### config.mk
export PLATFORM = sky130hd
export DESIGN_NAME = mult_booth16_flat
export DESIGN_NICKNAME = d
export VERILOG_FILES = /design/src/rtl/mult_booth16_pkg.sv /design/src/rtl/mult_booth16_if.sv /design/src/rtl/CSA_16.sv /design/src/rtl/mult_booth16_booth_step.sv /design/src/rtl/mult_booth16.sv /design/src/flat_wrapper.sv
export SDC_FILE = /design/constraint.sdc
export NUM_CORES = 1
export LEC_CHECK = 0
export ABC_CLOCK_PERIOD_IN_PS = 5650
export CAP_MARGIN = 25
export CORE_UTILIZATION = 55
export CTS_BUF_LIST = sky130_fd_sc_hd__clkbuf_8
export CTS_CLUSTER_SIZE = 28
export DETAILED_ROUTE_END_ITERATION = 10
export PLACE_DENSITY = 0.85
export SLEW_MARGIN = 20
export SYNTH_ARGS = -nofsm -noshare
export SYNTH_HDL_FRONTEND = slang
export SYNTH_SLANG_ARGS = --single-unit
### constraint.sdc
create_clock -name clock -period 5.65 [get_ports clock]
set_input_delay 0.565 -clock clock [delete_from_list [all_inputs] [get_ports clock]]
set_output_delay 0.565 -clock clock [all_outputs]
set_load 0.02 [all_outputs]
### src/rtl/mult_booth16_pkg.sv
// Shared constants and types for the sequential radix-2 Booth multiplier.
package mult_booth16_pkg;
  localparam int WIDTH = 16;
  localparam int ITER  = 16;
  localparam int CNT_W = 5;

  localparam logic [1:0] ST_IDLE = 2'd0;
  localparam logic [1:0] ST_RUN  = 2'd1;
  localparam logic [1:0] ST_DONE = 2'd2;

  // Booth working set: 17-bit accumulator, multiplier shift register, Q[-1]
  typedef struct packed {
    logic [WIDTH:0]   a;
    logic [WIDTH-1:0] q;
    logic             qm1;
  } booth_t;
endpackage

### src/rtl/mult_booth16_if.sv
// Start/operand request and result/status response bundle of the multiplier.
interface mult_booth16_if;
  logic        ctrl_start;
  logic [15:0] operand_a;
  logic [15:0] operand_b;
  logic        busy;
  logic        data_ready;
  logic [31:0] result;
  logic        ovf16;

  modport master (output ctrl_start, operand_a, operand_b,
                  input  busy, data_ready, result, ovf16);
  modport slave  (input  ctrl_start, operand_a, operand_b,
                  output busy, data_ready, result, ovf16);
endinterface

### src/rtl/CSA_16.sv
// 16-bit carry-select adder: rippled low byte, high byte precomputed for both carries.
module CSA_16 (
  input  logic [15:0] a,
  input  logic [15:0] b,
  input  logic        cin,
  output logic [15:0] sum,
  output logic        cout
);
  logic [8:0] lo, hi0, hi1;

  assign lo  = {1'b0, a[7:0]}  + {1'b0, b[7:0]}  + {8'b0, cin};
  assign hi0 = {1'b0, a[15:8]} + {1'b0, b[15:8]};
  assign hi1 = {1'b0, a[15:8]} + {1'b0, b[15:8]} + 9'd1;

  assign sum  = {(lo[8] ? hi1[7:0] : hi0[7:0]), lo[7:0]};
  assign cout = lo[8] ? hi1[8] : hi0[8];
endmodule

### src/rtl/mult_booth16_booth_step.sv
// One combinational Booth iteration: add/sub M via CSA_16, extend to 17 bits, shift right.
module mult_booth16_booth_step
  import mult_booth16_pkg::*;
(
  input  logic [WIDTH-1:0] m,
  input  booth_t           cur,
  output booth_t           nxt
);
  logic             add, sub, cout, a_hi;
  logic [WIDTH-1:0] opnd, sum;
  logic [WIDTH:0]   a_new;

  assign add  = ~cur.q[0] & cur.qm1;
  assign sub  =  cur.q[0] & ~cur.qm1;
  assign opnd = sub ? ~m : (add ? m : '0);

  CSA_16 u_add (
    .a    (cur.a[WIDTH-1:0]),
    .b    (opnd),
    .cin  (sub),
    .sum  (sum),
    .cout (cout)
  );

  // Sign bit of the 17-bit sum from the sign-extended operand and adder carry
  assign a_hi  = cur.a[WIDTH] ^ opnd[WIDTH-1] ^ cout;
  assign a_new = {a_hi, sum};

  always_comb begin
    nxt     = '0;
    nxt.a   = {a_new[WIDTH], a_new[WIDTH:1]};
    nxt.q   = {a_new[0], cur.q[WIDTH-1:1]};
    nxt.qm1 = cur.q[0];
  end
endmodule

### src/rtl/mult_booth16.sv
// Sequential signed 16x16 Booth multiplier: FSM, iteration counter and product registers.
module mult_booth16
  import mult_booth16_pkg::*;
#(
  parameter int WIDTH = 16,
  parameter int ITER  = 16
) (
  input  logic           clock,
  input  logic           reset_n,
  mult_booth16_if.slave  bus
);
  logic [1:0]       state;
  logic [CNT_W-1:0] cnt;
  logic [WIDTH-1:0] m;
  booth_t           cur, nxt;
  logic [31:0]      res;
  logic             ovf;
  logic [16:0]      top_bits;

  mult_booth16_booth_step u_step (
    .m   (m),
    .cur (cur),
    .nxt (nxt)
  );

  // Bits that must all match the sign for the product to fit in 16 bits
  assign top_bits = {cur.a[15:0], cur.q[15]};

  always_ff @(posedge clock) begin
    if (!reset_n) begin
      state <= ST_IDLE;
      cnt   <= '0;
      m     <= '0;
      cur   <= '0;
      res   <= '0;
      ovf   <= 1'b0;
    end else begin
      case (state)
        ST_IDLE: if (bus.ctrl_start) begin
          m       <= bus.operand_a;
          cur.a   <= '0;
          cur.q   <= bus.operand_b;
          cur.qm1 <= 1'b0;
          cnt     <= '0;
          state   <= ST_RUN;
        end
        ST_RUN: if (cnt < CNT_W'(ITER)) begin
          cur <= nxt;
          cnt <= cnt + 1'b1;
        end else begin
          res   <= {cur.a[15:0], cur.q};
          ovf   <= ~((&top_bits) | ~(|top_bits));
          state <= ST_DONE;
        end
        ST_DONE: state <= ST_IDLE;
        default: state <= ST_IDLE;
      endcase
    end
  end

  assign bus.busy       = (state == ST_RUN) || (state == ST_DONE);
  assign bus.data_ready = (state == ST_DONE);
  assign bus.result     = res;
  assign bus.ovf16      = ovf;
endmodule
### src/flat_wrapper.sv
// flat-port wrapper written by rule: the top's interface ports become plain ports
module mult_booth16_flat import mult_booth16_pkg::*;
#(
  parameter int WIDTH = 16,
  parameter int ITER  = 16
)
  (clock, reset_n, bus_ctrl_start, bus_operand_a, bus_operand_b, bus_busy, bus_data_ready, bus_result, bus_ovf16);
  mult_booth16_if bus_i ();
  input  logic clock;
  input  logic reset_n;
  input wire logic [$bits(bus_i.ctrl_start)-1:0] bus_ctrl_start;
  input wire logic [$bits(bus_i.operand_a)-1:0] bus_operand_a;
  input wire logic [$bits(bus_i.operand_b)-1:0] bus_operand_b;
  output wire logic [$bits(bus_i.busy)-1:0] bus_busy;
  output wire logic [$bits(bus_i.data_ready)-1:0] bus_data_ready;
  output wire logic [$bits(bus_i.result)-1:0] bus_result;
  output wire logic [$bits(bus_i.ovf16)-1:0] bus_ovf16;
  assign bus_i.ctrl_start = bus_ctrl_start;
  assign bus_i.operand_a = bus_operand_a;
  assign bus_i.operand_b = bus_operand_b;
  assign bus_busy = bus_i.busy;
  assign bus_data_ready = bus_i.data_ready;
  assign bus_result = bus_i.result;
  assign bus_ovf16 = bus_i.ovf16;
  mult_booth16 #(.WIDTH(WIDTH), .ITER(ITER)) u_core (.clock(clock), .reset_n(reset_n), .bus(bus_i));
endmodule
==> run metrics <==
status finished clean; Area Overhead vs Synth 22.34%; initial antenna violation count 0; post-synth top area share 0.4063; gr usage total 0.2632; largest net degree at the start of global routing 81; Critical path origin u_core.cur[0]; Final Hold Vio Count 0; DR iter-0 viols around 290; Max Cap Viol 0; R2R setup slack about 2.2 ns; Synth Flop Type dfxtp_1; Setup-failing EPs final 0; number of synthesis warnings 0; n_diodes 0; Setup Fix Bufs, Post-CTS 0; Seq/Total Area, Yosys 0.4063; first-pass GRT wire length approximately 18,000 um; CP max stage delay between 0.7 and 0.8 ns; row count 32; number of synthesized flops with an enable pin 0; Die Area around 8300 um^2; Startpoint Class register; placed cell area approximately 5000 um^2; Unique masters post-synth 52; power per cell area 263.5 nW/um^2; sum of negative setup slack 0 ns; Residual DRC 0; clk_lat worst skew 0.37 ns; synthesized net count ~610; cell taking the most area after synthesis dfxtp_1; Net count, final about 660; Clock Path Buffers 2; Critical Path, Cell by Cell nor2b_1, nand2_1, o21ai_0, ha_1, inv_1, fa_1, xnor2_1, nand2_1, nor3_1, nand4_1, o31a_1, o31ai_1; CTS buffer count 9; Final ANT Viol Nets 0; CTS Sinks 89; TritonCTS clock tree done; Final Cycle Share 0.6159; Vias/cell ~5.7; RSZ-0062 raised after global routing no; Routed WL ~10,000 um; grt total ovfl 0; Avg Cell Area, Syn roughly 8.0 um^2; Synth async-reset ratio 0; Setup Skew 0.01069 ns; Worst Setup EP u_core.cur[32]; Fmax between 0.2 and 0.3 GHz; # resized after CTS 0; r2r startpoint u_core.cur[0]; Worst-path clk slew around 0.1 ns; PortBufs 69; Worst VDD drop between 0.0001 and 0.00015 V; top-count cell post-synth nand2_1; crit path kind reg2reg; cell count after synthesis between 500 and 600; Synth area leaders dfxtp_1 41%, nand2_1 11%, a21oi_1 7.2%; core area between 7000 and 8000 um^2; Die Ht just over 90 um; Worst Setup End Kind register; crit path time final approximately 3.5 ns; Multi-input gate area ~2400 um^2; Commonest cells post-synth 128 x nand2_1, 89 x dfxtp_1, 63 x a21oi_1; Placer Congestion approximately 0.94; FF-to-FF path depth 12; Critical-path top delay cell nor2b_1; Pleak ~2 nW; die width between 90 and 100 um; WL/cell 14.78 um; HP Class reg2reg; Starting Density 0.5675; DP HPWL between 7000 and 8000 um; via count between 4,000 and 5,000; worst endpoint required time 5.93 ns; worst r2r dst u_core.cur[32]; vias in the first global route roughly 3,800; drt pass-1 iters 5; Cell Area, Synth ~4400 um^2; Critical Path Fanout Max 15; pins over their slew limit 0; Boundary Pins 70; FF+latch count, synth just under 90; CTS H-tree lvls 3; FILL cells 598; layout cells sized above 1 0.05132; final instance area between 5000 and 6000 um^2; Max transition margin 0.3578; CTS Hold Bufs 0; CP arrival approximately 3.8 ns; Pwr Total ~1.4 mW; CP most frequent cell nand2_1; Register Area around 1800 um^2; CTS root buf clkbuf_8; Slew @ Worst Pin about 0.96 ns
[per-stage QoR]
| stage | utilization | hold WS, ns | setup WS, ns | std cells |
|---|---|---|---|---|
| after CTS | 0.6943 | 0.4590 | 2.186 | 706 |
| after detailed placement | 0.6653 | 0.4453 | 2.215 | 690 |
| final | 0.6943 | 0.4557 | 2.170 | 706 |
| after floorplan | - | 0.4449 | 2.616 | 546 |
| after global placement | 0.6595 | 0.4416 | 2.410 | 688 |
| after global routing | 0.6943 | 0.4785 | 1.820 | 706 |
[sequential cells by signal, indices dropped and copies added (netlist names)]
signal and cells:
u_core.bus.ovf16 1, u_core.bus.result 32, u_core.cnt 5, u_core.cur 33, u_core.m 16, u_core.state 2
[report_power, final]
| part | internal, mW | switching (mW) | leakage [nW] |
|---|---|---|---|
| registers | 0.655 | 0.0253 | 0.724 |
| clock network | 0.253 | 0.243 | 0.108 |
| logic | 0.0998 | 0.138 | 1.14 |
| total | 1.01 | 0.406 | 1.97 |
[how the worst min path moves through the flow]
stage	from	slack (ns)	endpoint	cells past startpoint
floorplan	u_core.cur[11]	0.44	u_core.bus.result[10]	2
global placement	u_core.bus.result[7]	0.44	u_core.bus.result[7]	2
detailed placement	u_core.bus.result[11]	0.45	u_core.bus.result[11]	2
CTS	u_core.bus.result[11]	0.46	u_core.bus.result[11]	2
global route	u_core.bus.result[5]	0.48	u_core.bus.result[5]	2
finish	u_core.bus.result[11]	0.46	u_core.bus.result[11]	2
[final cells by class]
type	instances	share of cell area
Multi-Input combinational cell	415	0.4552
Sequential cell	89	0.3321
Timing Repair Buffer	73	0.1395
Tap cell	102	0.02379
Clock buffer	9	0.02309
Clock inverter	7	0.01866
Inverter	11	0.007696
[cells by family after synthesis]
logic type / share of synthesized area
adder cells (fa/ha/maj): 0.07361
buffers and inverters: 0.03880
XOR/XNOR: 0.02796
flip-flops: 0.4063
multiplexers: 0.03909
AND/OR/NAND/NOR: 0.2151
AO/OA/AOI/OAI: 0.1991
[worst max-delay path: cells and delay by family, from the launching register on]
kind | cells | cell delay [ns]
xor+xnor | 1 | 0.30
simple gates | 5 | 1.43
fa+ha+maj | 2 | 0.61
flops | 1 | 0.39
compound gates | 3 | 0.60
buf+inv | 1 | 0.06
[metal layers]
layer	part of all wire	global-route usage	wire [um]	vias up
li1	-	-	-	2010
met1	0.43	0.3339	4534	1878
met2	0.48	0.4514	5044	144
met3	0.064	0.03936	664	19
met4	0.018	0.09921	193	0
met5	0	0	0	-
[cells in the final DEF (no fill, tap or decap), drive strengths merged, types with 9 or more instances in the layout]
cell           instances
nand2                128
dfxtp                 89
clkdlybuf4s50         69
a21oi                 63
nor2                  39
o21ai                 25
ha                    21
a211oi                18
mux2i                 16
nand3                 13
inv                   13
a22oi                  9
clkbuf                 9
Note: power is estimated with default switching activity, not from simulation.
